==> src/rtl/alu_pkg.sv <==
// Definitions shared by the addsub datapath, its operand logic and its result stage.
package alu_pkg;

    localparam int ALU_W = 4;

    localparam logic ALU_ADD = 1'b0;
    localparam logic ALU_SUB = 1'b1;

    typedef struct packed {
        logic z;
        logic n;
        logic v;
        logic c;
    } alu_flags_t;

    // Occupancy of the two-entry result buffer; the encoding equals the entry count.
    typedef enum logic [1:0] {
        FIFO_EMPTY = 2'd0,
        FIFO_ONE   = 2'd1,
        FIFO_FULL  = 2'd2
    } fifo_state_t;

endpackage

==> src/rtl/flag_gen.sv <==
// Combinational zero / negative / signed-overflow derivation for an adder/subtractor result.
module flag_gen
    import alu_pkg::*;
#(
    parameter int W = ALU_W
) (
    input  logic [W-1:0] s,
    input  logic         a_msb,
    input  logic         b_msb,
    input  logic         m,
    output logic         z,
    output logic         n,
    output logic         v
);

    logic b_eff_msb;

    always_comb begin
        // The adder sees B inverted when subtracting, so overflow uses the effective operand sign.
        b_eff_msb = b_msb ^ m;
        z         = (s == '0);
        n         = s[W-1];
        v         = (a_msb ^ s[W-1]) & (b_eff_msb ^ s[W-1]);
    end

endmodule

==> src/rtl/addsub_result_stage.sv <==
// Registered result stage for addsub: flag capture, two-entry valid/ready buffer and
// a saturating signed-overflow event counter.
module addsub_result_stage
    import alu_pkg::*;
#(
    parameter int W  = ALU_W,
    parameter int CW = 8
) (
    input  logic          clk,
    input  logic          rst_n,
    input  logic          in_valid,
    output logic          in_ready,
    input  logic [W-1:0]  in_s,
    input  logic          in_c,
    input  logic          in_a_msb,
    input  logic          in_b_msb,
    input  logic          in_m,
    output logic          out_valid,
    input  logic          out_ready,
    output logic [W-1:0]  out_s,
    output logic          out_c,
    output logic          out_z,
    output logic          out_n,
    output logic          out_v,
    output logic [CW-1:0] ovf_cnt,
    input  logic          clr_cnt
);

    localparam logic [CW-1:0] CNT_MAX = '1;

    fifo_state_t  state_q;
    fifo_state_t  state_d;

    logic         push;
    logic         pop;
    logic         wr_head;

    logic         gen_z;
    logic         gen_n;
    logic         gen_v;
    alu_flags_t   in_flags;

    logic [W-1:0] head_s;
    logic [W-1:0] tail_s;
    alu_flags_t   head_f;
    alu_flags_t   tail_f;

    flag_gen #(
        .W (W)
    ) u_flag_gen (
        .s     (in_s),
        .a_msb (in_a_msb),
        .b_msb (in_b_msb),
        .m     (in_m),
        .z     (gen_z),
        .n     (gen_n),
        .v     (gen_v)
    );

    always_comb begin
        in_flags.z = gen_z;
        in_flags.n = gen_n;
        in_flags.v = gen_v;
        in_flags.c = in_c;
    end

    always_ff @(posedge clk or negedge rst_n) begin
        if (!rst_n) begin
            state_q <= FIFO_EMPTY;
        end else begin
            state_q <= state_d;
        end
    end

    always_comb begin
        state_d = state_q;
        case (state_q)
            FIFO_EMPTY: if (push) state_d = FIFO_ONE;
            FIFO_ONE: begin
                if (push && !pop) begin
                    state_d = FIFO_FULL;
                end else if (pop && !push) begin
                    state_d = FIFO_EMPTY;
                end
            end
            FIFO_FULL:  if (pop) state_d = FIFO_ONE;
            default:    state_d = FIFO_EMPTY;
        endcase
    end

    // Handshake outputs depend on the registered state only, never on out_ready.
    always_comb begin
        in_ready  = (state_q != FIFO_FULL);
        out_valid = (state_q != FIFO_EMPTY);
    end

    always_comb begin
        push    = in_valid && in_ready;
        pop     = out_valid && out_ready;
        wr_head = push && ((state_q == FIFO_EMPTY) || ((state_q == FIFO_ONE) && pop));
    end

    always_ff @(posedge clk or negedge rst_n) begin
        if (!rst_n) begin
            head_s <= '0;
            head_f <= '0;
            tail_s <= '0;
            tail_f <= '0;
        end else begin
            if (wr_head) begin
                head_s <= in_s;
                head_f <= in_flags;
            end else if (pop && (state_q == FIFO_FULL)) begin
                head_s <= tail_s;
                head_f <= tail_f;
            end
            if (push && !wr_head) begin
                tail_s <= in_s;
                tail_f <= in_flags;
            end
        end
    end

    always_comb begin
        out_s = head_s;
        out_c = head_f.c;
        out_z = head_f.z;
        out_n = head_f.n;
        out_v = head_f.v;
    end

    always_ff @(posedge clk or negedge rst_n) begin
        if (!rst_n) begin
            ovf_cnt <= '0;
        end else if (clr_cnt) begin
            ovf_cnt <= '0;
        end else if (push && in_flags.v && (ovf_cnt != CNT_MAX)) begin
            ovf_cnt <= ovf_cnt + 1'b1;
        end
    end

endmodule

==> config.mk <==
export PLATFORM = sky130hd
export DESIGN_NAME = addsub_result_stage
export DESIGN_NICKNAME = d
export VERILOG_FILES = /design/src/rtl/alu_pkg.sv /design/src/rtl/flag_gen.sv /design/src/rtl/addsub_result_stage.sv
export SDC_FILE = /design/constraint.sdc
export NUM_CORES = 1
export LEC_CHECK = 0
export ABC_AREA = 1
export BUFFER_PORTS_ARGS = -buffer_cell sky130_fd_sc_hd__buf_4
export CAP_MARGIN = 40
export CORE_ASPECT_RATIO = 2
export CORE_UTILIZATION = 40
export DETAILED_ROUTE_END_ITERATION = 12
export PLACE_DENSITY_LB_ADDON = 0.05
export SETUP_SLACK_MARGIN = 0.3
export SLEW_MARGIN = 30
export SYNTH_ARGS = -nofsm -noshare
export SYNTH_HDL_FRONTEND = slang
export SYNTH_SLANG_ARGS = --single-unit
export TNS_END_PERCENT = 10
==> constraint.sdc <==
create_clock -name clk -period 1.9 [get_ports clk]
set_input_delay 0.095 -clock clk [delete_from_list [all_inputs] [get_ports clk]]
set_output_delay 0.095 -clock clk [all_outputs]
set_load 0.1 [all_outputs]
Yosys cells after proc, flatten, opt, wreduce, memory -nomap -nowiden
Index checks and enable logic that the tools add are counted.
{ "totals": {"output_inout_bits": 18, "ff_bits": 26} }
{ "classes": {"addsub": 1, "eq_ne": 7, "reduce_logical": 20, "bitwise": 4, "mux": 11} }
{ "op_table": {"columns": ["cell", "count"], "rows": [
  ["4-bit 2-to-1 mux", 4],
  ["8-bit 2-to-1 mux", 2],
  ["1-bit logical AND", 10],
  ["8-bit by 1-bit adder with 8-bit output, second input constant", 1],
  ["2-bit 2-to-1 mux", 4],
  ["8-bit inequality test, second input constant", 1],
  ["2-bit inequality test, second input constant", 3],
  ["2-bit case mux with 3 select lines", 1],
  ["2-bit nonzero test", 3],
  ["4-bit logical NOT", 1],
  ["1-bit logical NOT", 3],
  ["3-bit inequality test, second input constant", 1],
  ["3-bit AND reduction", 1],
  ["1-bit XOR", 3],
  ["2-bit by 1-bit equality test with 1-bit output, second input constant", 1],
  ["2-bit equality test, second input constant", 1],
  ["2-bit logical NOT", 1],
  ["1-bit bitwise AND", 1],
  ["1-bit logical OR", 1]
]} }

Depth between registers and ports, before layout
Gate-level depths: netlist of the first run.
{ "logic_depth": {"ltp_word": 7, "depth_mapped": 9, "ltp_nobuf": 9} }

Cells and area by module
A second synthesis of the first run with hierarchy kept.
{ "unflattened": {"cells_unflattened": 186, "hier_area_um2": 1448.9} }
{ "modules_own_cells": {"columns": ["module", "instances", "cells_each", "seq_area_each_um2", "area_each_um2"], "rows": [
  ["addsub_result_stage", 1, 171, 650.6, 1383.8],
  ["flag_gen", 1, 15, 0.0, 65.1]
]} }

Least setup slack after synthesis of the first run
OpenSTA, ideal clock, no wires.
{ "synth_timing": {"path_type": "reg-to-reg", "startpoint": "register ovf_cnt[0]", "endpoint": "register ovf_cnt[0]", "arrival_time_ps": 1889, "synth_period_minus_slack_ps": 2009, "slack_ps": -109, "path_buffers": 0, "required_time_ps": 1779, "stages_incl_launch_ff": 9, "cell_sequence": "dfrtp_1 ha_1 nand2_1 inv_1 nand3b_1 nand3_4 nand2_4 nand2_1 nand2_1"} }
{ "synth_between": {"elab_chain_len": 3, "elab_cells_between_ends": 6} }
{ "synth_rtl": {"columns": ["item", "line", "text"], "rows": [
  ["from (decl)", "addsub_result_stage.sv:25", "output logic [CW-1:0] ovf_cnt,"],
  ["from (signal assigned)", "addsub_result_stage.sv:138", "ovf_cnt <= ovf_cnt + 1'b1;"],
  ["8-bit by 1-bit adder with 8-bit output or 8-bit inequality test (tied branches)", "addsub_result_stage.sv:138, addsub_result_stage.sv:137", null],
  ["8-bit 2-to-1 mux or 1-bit logical AND (tied branches)", "addsub_result_stage.sv:137", "end else if (push && in_flags.v && (ovf_cnt != CNT_MAX)) begin"],
  ["8-bit 2-to-1 mux or 2-bit nonzero test (tied branches)", null, null]
]} }
Parallel ways exist; a longest one is shown, timed or not. The select of a mux whose other input is x is not followed.
A chain may end at the register's enable or synchronous reset.

Worst setup path in the final report of the first run
{ "layout_timing": {"startpoint": "register state_q[1]", "endpoint": "register state_q[0]"} }
{ "layout_between": {"elab_chain_len": 6, "elab_cells_between_ends": 17} }
{ "layout_rtl": {"columns": ["item", "line", "text"], "rows": [
  ["from (decl)", "addsub_result_stage.sv:31", "fifo_state_t state_q;"],
  ["from (signal assigned)", "addsub_result_stage.sv:71", "state_q <= state_d;"],
  ["2-bit inequality test or 2-bit nonzero test (tied branches)", "addsub_result_stage.sv:93, addsub_result_stage.sv:94", null],
  ["1-bit logical AND, on equally long branches", "addsub_result_stage.sv:98, addsub_result_stage.sv:99", null],
  ["1-bit logical NOT, on equally long branches", "addsub_result_stage.sv:82, addsub_result_stage.sv:80", null],
  ["1-bit logical AND, on equally long branches", "addsub_result_stage.sv:82, addsub_result_stage.sv:80", null],
  ["3-bit inequality test (no source line) or 2-bit 2-to-1 mux (tied branches)", null, null],
  ["3-bit AND reduction (no source line) or 2-bit case mux with 3 select lines (tied branches)", null, null]
]} }
Parallel ways exist; a longest one is shown, timed or not.

==> impl_metrics.tcl, run 1 <==
set metrics [dict create \
    status "finished clean" \
    antenna_found_initial 0 \
    finalNetCount 222 \
    cts-htree-levels 1 \
    yosys_warnings 0 \
    place_ws_ns 0.409 \
    core_area_um2 3190 \
    clock_path_buffers 2 \
    drcViolationCount 0 \
    cp_data_arrival_time_ns 1.66 \
    cts_tree "built" \
    io_pins 31 \
    post_cts_buffers 0 \
    worst-slew-pin-transition_ns 0.413 \
    synth_cell_types 25 \
    ys_seq_area_frac 0.449 \
    avgSynthCellArea_um2 7.69 \
    finalCritPeriodShare 0.770 \
    cts_root_buf "clkbuf_8" \
    cp-start-kind "flop" \
    vias_per_cell 5.07 \
    vias 1201 \
    peakVddDrop_mv 0.707 \
    power.density_nw_per_um2 1690 \
    area_delta_synth_final_pct 25.4 \
    drt_iter0_markers 28 \
    clock_sinks 24 \
    grt_max_degree 25 \
    cap_viol_max_count 0 \
    ys_seq_elements 24 \
    grt_pass1_vias 1180 \
    setup_viol 0 \
    initial_core_util 0.419 \
    crit_path_end_kind "flop" \
    port_buffers 30 \
    r2r-start "state_q[1]$_DFFE_PN0P_" \
    wire_per_inst_um 12.4 \
    die_y_um 83.8 \
    p_total_mw 2.83 \
    syn_nets 189 \
    dieArea_um2 3590 \
    drive_above_1_share 0.267 \
    crit_fanout 5 \
    routed_wl_um 2930 \
    grt_pass1_wl_um 5140 \
    finalWorstSetupSlack_ns 0.437 \
    hold_viol 0 \
    critPathKind "reg -> reg" \
    hp-class "in -> reg" \
    final_cell_mix "nand2_1 (57), buf_4 (30), inv_1 (21)" \
    fin_skew_ns 0.00286 \
    cts.clk_slew.worst_paths_ns 0.09 \
    tns_ns 0 \
    r2r_cells 7 \
    drt.antenna.violating_nets 0 \
    layout_commonest_cell "nand2_1" \
    max_slew_margin 0.722 \
    syn_area_um2 1340 \
    regToRegSetupSlack_ns 0.44 \
    rsz0062_at_grt "false" \
    p_leak_nw 0.859 \
    antenna_cells 0 \
    grt_usage 0.184 \
    drv_slew 0 \
    gr-total-overflow 0 \
    die_x_um 42.9 \
    r2r_end "state_q[0]$_DFFE_PN0P_" \
    clock.fmax_mhz 684 \
    drt_first_pass_iters 2 \
    std_cell_rows 29 \
    gp_congestion 0.780 \
    syn_inst 174 \
    dp_hpwl_um 2330 \
    crit_required_ns 2.09 \
    cts_buffers 3 \
    final.fill_count 345 \
    critPathLaunch "state_q[1]$_DFFE_PN0P_" \
    period_needed_ns 1.46 \
    clk_latency_ns 0.27 \
    endpoint "state_q[0]$_DFFE_PN0P_" \
]
[registers in the layout (all words and copies together), names as in the netlist]
signal,flops
ovf_cnt,8
out_s,4
tail_s,4
tail_f,3
state_q,2
out_c,1
out_v,1
out_z,1
[synth_stat cells (all sizes together)]
library cell	n	area, µm²
buf	3	23.8
clkinv	1	3.75
nor4	1	6.26
nor2	19	88.8
a21oi	3	18.8
xor2	2	17.5
dfrtp	24	601
o211ai	6	45.0
o21ai	10	68.8
nand2	60	238
nand3b	1	7.51
nand3	18	103
ha	2	25.0
inv	23	86.3
nor3	1	5.00
[final cells by class]
class	instances	area, µm²	area share
clock inverter	1	30.0	0.0179
timing repair buffer	31	235	0.140
sequential	24	607	0.362
inverter	24	93.8	0.0560
multi-input combinational	123	631	0.376
clock buffer	3	41.3	0.0246
tap	31	38.8	0.0231
[critical path, cell delays in order, from the launching register on]
cell and delay (ns):
dfrtp_1 0.41, inv_1 0.14, nor2_4 0.06, nor2_4 0.17, ha_1 0.26, nand3_1 0.10
o211ai_1 0.11, o21ai_0 0.15
[kinds of logic (layout without fill, tap and decap cells)]
logic type | Yosys count | after routing | synth area share
xor+xnor | 2 | 2 | 0.0131
compound gates | 19 | 19 | 0.0992
buf+inv | 27 | 59 | 0.0851
flops | 24 | 24 | 0.449
fa+ha+maj | 2 | 2 | 0.0187
simple gates | 100 | 100 | 0.335
[metal layers]
metal / track usage / routed length (µm)
met1: 0.191 / 1090
met2: 0.353 / 1700
met3: 0.0195 / 71
met4: 0.0710 / 62
met5: 0 / 0
[what timing repair did]
item / CTS / global route
endpoints found under the hold margin: 24 / 0
hold buffers: 1 / 0
resized for setup: 0 / 1
endpoints found under the setup margin: 0 / 1
[report_power, final]
| group | total [mW] | internal, mW | switching, mW |
|---|---|---|---|
| Sequential | 0.805 | 0.687 | 0.118 |
| Combinational | 1.57 | 0.347 | 1.22 |
| Clock | 0.452 | 0.282 | 0.170 |
| Total | 2.83 | 1.32 | 1.51 |
[worst min-delay path by stage]
stage / end / cells after the start / slack, ns / from
floorplan: out_c$_DFFE_PN0P_ / 0 / -0.20 / rst_n
detailed placement: state_q[1]$_DFFE_PN0P_ / 1 / 0.02 / rst_n
global route: tail_f[0]$_DFFE_PN0P_ / 3 / 0.1 / in_c
CTS: tail_f[0]$_DFFE_PN0P_ / 3 / 0.09 / in_c
global placement: state_q[1]$_DFFE_PN0P_ / 1 / 0.02 / rst_n
finish: tail_f[0]$_DFFE_PN0P_ / 3 / 0.1 / in_c
[through the flow]
step	utilization	hold slack [ns]	std cells	area [µm²]
floorplan	-	-0.201	174	1350
global placement	0.498	0.0180	232	1590
detailed placement	0.498	0.0205	232	1590
CTS	0.524	0.0929	237	1670
global route	0.525	0.0993	237	1680
finish	0.525	0.0977	237	1680
No activity file was read; power rests on OpenSTA's default activity.
==> run 2: changes to the inputs <==
Clock period 1.9 ns to 1.3 ns, I/O delays scaled along.
==> run 2 against run 1 <==
The flow now finishes with violations (negative setup slack). Sequential power increased by 53%. Combinational power grew 82%. Non-clock buffer count grew 17. Flip-flop and latch count unchanged. Final cell count is 7.2% higher. Core utilization grew 11 points. Routed wire length up 17%. Sequential share of layout area fell by 5.2 points. Highest routed layer unchanged.
==> impl_metrics.tcl, run 2 (synthesis gave the netlist of run 1 again) <==
set metrics [dict create \
    critPathSlowestCell "dfrtp_4" \
    hp-class "in -> reg" \
    drcViolationCount 0 \
    peakVddDrop_mv 2.04 \
    post-route-util 0.632 \
    crit_required_ns 1.51 \
    grt_pass1_vias 1311 \
    die_x_um 42.9 \
    cts_buffers 3 \
    crit_path_cell_trace "ha_4 > nand2_2 > inv_2 > nand3b_1 > nand3_4 > nand2_4 > nand2_1 > nand2_1" \
    met1_usage 0.226 \
    grtUsageMet3 0.0152 \
    largest_reg_flops 8 \
    drt_iter0_markers 27 \
    layout_commonest_cell "nand2_1" \
    register_area_um2 626 \
    vias 1298 \
    grt_usage 0.209 \
    io_pins 31 \
    grt.busiest_layer "met2" \
    drv_slew 0 \
    die_y_um 83.8 \
    finalNetCount 239 \
    status "finished with violations" \
    cts-htree-levels 1 \
    p_total_mw 4.74 \
    antenna_cells 0 \
    clk_latency_ns 0.27 \
    p_leak_nw 0.984 \
    setup_viol 11 \
    dp_hpwl_um 2620 \
    cp-start-kind "flop" \
    fin_cells 254 \
    cts.clk_slew.worst_paths_ns 0.09 \
    drt_first_pass_iters 4 \
    core_area_um2 3190 \
    cap_viol_max_count 0 \
    rsz0062_at_grt "true" \
    finalWorstSetupSlack_ns -0.0625 \
    clock_sinks 24 \
    critPathKind "reg -> reg" \
    violations "negative setup slack" \
    antenna_found_initial 0 \
    place_ws_ns -0.112 \
    worst-slew-pin-transition_ns 0.508 \
    wire_per_inst_um 13.5 \
    drive_above_1_share 0.399 \
    power.density_nw_per_um2 2350 \
    cts_tree "built" \
    cp_data_arrival_time_ns 1.57 \
    area_delta_synth_final_pct 51.0 \
    gr-total-overflow 0 \
    max_slew_margin 0.658 \
    routed_wl_um 3430 \
    initial_core_util 0.419 \
    dieArea_um2 3590 \
    vias_per_cell 5.11 \
    crit_top_cell "nand2_1" \
    drt.antenna.violating_nets 0 \
    place_inst 247 \
    final_cell_mix "nand2_1 (52), buf_4 (31), inv_1 (18)" \
    final.fill_count 282 \
    finalCritPeriodShare 1.05 \
    critPathMaxStageDelay_ns 0.50 \
    crit_fanout 9 \
    port_buffers 30 \
    hold_viol 0 \
    regMostFlops "ovf_cnt" \
    clock_path_buffers 2 \
    period_needed_ns 1.36 \
    critPathBufInv 1 \
    grt_max_degree 25 \
    grt_pass1_wl_um 5800 \
    crit_path_end_kind "flop" \
    crit_family "simple AND/OR/NAND/NOR gates" \
    fin_skew_ns 0.00213 \
    cts_root_buf "clkbuf_8" \
    std_cell_rows 29 \
    grt_use_met2 0.406 \
    gp_congestion 0.825 \
    multi_input_area_um2 677 \
    clock.fmax_mhz 734 \
]
[run 2: changes by cell type in the layout (fill, tap and decap cells not counted), moves of 4 or more]
cell / change
nand2_1: -5
buf_12: +10
dfrtp_1: -5
dfrtp_4: +5
nand2_2: +4
buf_6: +6
[run 2: metrics by stage]
stage	setup TNS [ns]	area, µm²	hold WS [ns]
after floorplan	-2.57	1380	-0.231
after global placement	-0.0776	1750	-0.0191
after detailed placement	-0.597	1750	-0.00978
after CTS	-1.10	1970	0.0655
after global routing	-1.84	2020	0.0708
final	-0.511	2020	0.0624
[run 2: tightest hold or removal path, cell delays in order]
cell and delay [ns]:
buf_4 0.11, inv_1 0.07, o21ai_2 0.06
[run 2: repair_timing]
action,CTS,global route
hold buffers,1,0
endpoints found under the hold margin,24,0
pin swaps,9,7
endpoints found under the setup margin,39,41
buffers inserted,1,1
resized for setup,36,15
[run 2: final timing paths]
check	cells after the start	end	slack [ns]	from
worst max-delay path	8	ovf_cnt[1]$_DFFE_PN0P_	-0.06	ovf_cnt[1]$_DFFE_PN0P_
worst min-delay path	3	tail_s[0]$_DFFE_PN0P_	0.06	in_s[0]
worst max register to register	8	ovf_cnt[1]$_DFFE_PN0P_	-0.06	ovf_cnt[1]$_DFFE_PN0P_
worst min register to register	2	tail_s[2]$_DFFE_PN0P_	0.50	tail_s[2]$_DFFE_PN0P_
max in group asynchronous	2	ovf_cnt[5]$_DFFE_PN0P_	0.79	rst_n
min in group asynchronous	2	ovf_cnt[1]$_DFFE_PN0P_	0.23	rst_n
[run 2: final cells by class]
type	instances	area share
well taps	31	0.0192
flip-flops and latches	24	0.310
repair buffers	48	0.253
clock buffers	3	0.0204
inverters	24	0.0477
multi-input cells	123	0.335
clock inverters	1	0.0149
[run 2: metal layers]
layer  up-vias  part of all wire
met3         4             0.023
met2        28              0.60
met1       618              0.37
li1        648                 -
met5         -                 0
met4         0             0.012
[run 2: power by group]
part,switching (mW),internal [mW]
combinational,1.95,0.899
sequential,0.209,1.02
clock,0.258,0.412
total,2.41,2.33
==> run 3: changes to the inputs <==
Settings changed: ABC_AREA 1 to not set, SKIP_CTS_REPAIR_TIMING set to 1.
==> run 3 against run 2 <==
The run still ends with negative setup slack left. Critical path type unchanged. First-iteration DRC count is 26% higher. Fmax down 16%. Total power fell by 14%. Area after synthesis shrank 6.5%. Combinational power is 13% lower. Flip-flop and latch count stayed put.
==> impl_metrics.tcl, run 3 <==
set metrics [dict create \
    std_cell_rows 28 \
    drive_above_1_share 0.611 \
    gp_congestion 0.834 \
    vias 1172 \
    crit_required_ns 1.48 \
    finalCritPeriodShare 1.25 \
    grt_max_degree 25 \
    clock_path_buffers 2 \
    clk_latency_ns 0.26 \
    grt_pass1_vias 1156 \
    syn_nets 128 \
    regMostFlops "ovf_cnt" \
    yosys_warnings 0 \
    finalWorstSetupSlack_ns -0.319 \
    die_y_um 81.1 \
    hold_viol 0 \
    synthArstFlopShare 1.00 \
    grt_usage 0.199 \
    wire_per_inst_um 16.8 \
    post-route-util 0.716 \
    peakVddDrop_mv 1.57 \
    drcViolationCount 0 \
    crit_path_end_kind "flop" \
    io_pins 31 \
    regToRegSetupSlack_ns -0.32 \
    layout_commonest_cell "buf_4" \
    cts_buffers 3 \
    yosysMostFrequentCell "dfrtp_1" \
    synthTopCellsByCount "dfrtp_1 (24), nand2_1 (7)" \
    syn_area_um2 1250 \
    dieArea_um2 3370 \
    max_slew_margin 0.719 \
    avgSynthCellArea_um2 11.1 \
    drt.antenna.violating_nets 0 \
    crit_fanout 3 \
    crit_path_cell_trace "and3_4 > a41o_1 > or4_1 > a21oi_2" \
    antenna_found_initial 0 \
    yosysTopAreaCellShare 0.480 \
    finalNetCount 192 \
    p_total_mw 4.06 \
    place_ws_ns -0.303 \
    critPathKind "reg -> reg" \
    rsz0062_at_grt "true" \
    vias_per_cell 5.72 \
    cts_tree "built" \
    place_inst 196 \
    synth-edff-count 0 \
    port_buffers 30 \
    synth_top_area_cell "dfrtp_1" \
    period_needed_ns 1.62 \
    critPathSlowestCell "dfrtp_4" \
    largest_reg_flops 8 \
    initial_core_util 0.420 \
    hp-class "in -> reg" \
    cts-htree-levels 1 \
    grt_pass1_wl_um 5220 \
    cts_root_buf "clkbuf_8" \
    cts.clk_slew.worst_paths_ns 0.08 \
    final.fill_count 220 \
    yosys-top-cells-area "dfrtp_1 (48%), mux2_2 (5.4%), a22o_1 (4.2%), a21o_1 (3.6%), mux2i_1 (3.2%)" \
    cap_viol_max_count 0 \
    syn_inst 113 \
    drv_slew 0 \
    synthFlopType "dfrtp_1" \
    fin_cells 205 \
    cp-start-kind "flop" \
    routed_wl_um 3450 \
    die_x_um 41.5 \
    setup_viol 20 \
    synth_cell_types 40 \
    critPathMaxStageDelay_ns 0.50 \
    violations "negative setup slack" \
    power.density_nw_per_um2 1910 \
    worst-slew-pin-transition_ns 0.417 \
    antenna_cells 0 \
    ys_seq_area_frac 0.480 \
    status "finished with violations" \
    area_delta_synth_final_pct 70.3 \
    ys_seq_elements 24 \
    final_cell_mix "buf_4 (39), dfrtp_1 (16), buf_6 (16)" \
    p_leak_nw 0.971 \
    dp_hpwl_um 2440 \
    clock.fmax_mhz 618 \
    drt_first_pass_iters 4 \
    fin_skew_ns 0.00579 \
    gr-total-overflow 0 \
    core_area_um2 2980 \
    cp_data_arrival_time_ns 1.80 \
    clock_sinks 24 \
    drt_iter0_markers 34 \
]
## run 3: area by class of cell
cell class	instances	area (µm²)	area share
clock buffers	3	41.3	0.0194
multi-input cells	82	800	0.375
inverters	3	13.8	0.00646
flip-flops and latches	24	626	0.294
well taps	30	37.5	0.0176
repair buffers	63	613	0.288
## run 3: stage by stage
stage / instance area (µm²) / hold slack, ns / TNS [ns]
after CTS: 1760 / -0.301 / -3.11
after floorplan: 1290 / -0.231 / -4.69
after global routing: 2130 / 0.0342 / -2.97
final: 2130 / 0.0357 / -1.73
after detailed placement: 1720 / -0.0130 / -2.76
after global placement: 1720 / -0.0223 / -2.27
## run 3: critical path, delay by kind of cell (launching register included)
kind            cells  cell delay [ns]
flops               1             0.50
simple gates        2             0.62
compound gates      2             0.43
## run 3: final timing paths
kind | start | to | cells after the start
max in group asynchronous | rst_n | ovf_cnt[4]$_DFFE_PN0P_ | 2
min reg2reg | out_c$_DFFE_PN0P_ | out_c$_DFFE_PN0P_ | 1
min in group asynchronous | rst_n | state_q[1]$_DFFE_PN0P_ | 2
max reg2reg | ovf_cnt[4]$_DFFE_PN0P_ | ovf_cnt[3]$_DFFE_PN0P_ | 4
max | ovf_cnt[4]$_DFFE_PN0P_ | ovf_cnt[3]$_DFFE_PN0P_ | 4
min | out_ready | state_q[1]$_DFFE_PN0P_ | 2
## run 3: cell families (layout without fill, tap and decap cells)
logic type,Yosys count,in the layout,synth area share
simple gates,36,36,0.152
compound gates,30,30,0.195
fa+ha+maj,2,2,0.0200
mux,13,13,0.116
buf+inv,7,69,0.0300
xor+xnor,1,1,0.00700
flops,24,24,0.480
## run 3: metal layers
metal	wire, µm	track usage
met4	59	0.0871
met3	100	0.0200
met5	0	0
met2	1970	0.392
met1	1320	0.203
## run 3: where the power goes
part	switching (mW)	total, mW	leakage [nW]	internal [mW]
clock network	0.227	0.433	0.0216	0.207
logic	1.57	2.49	0.654	0.921
registers	0.168	1.14	0.296	0.973
total	1.96	4.06	0.971	2.10
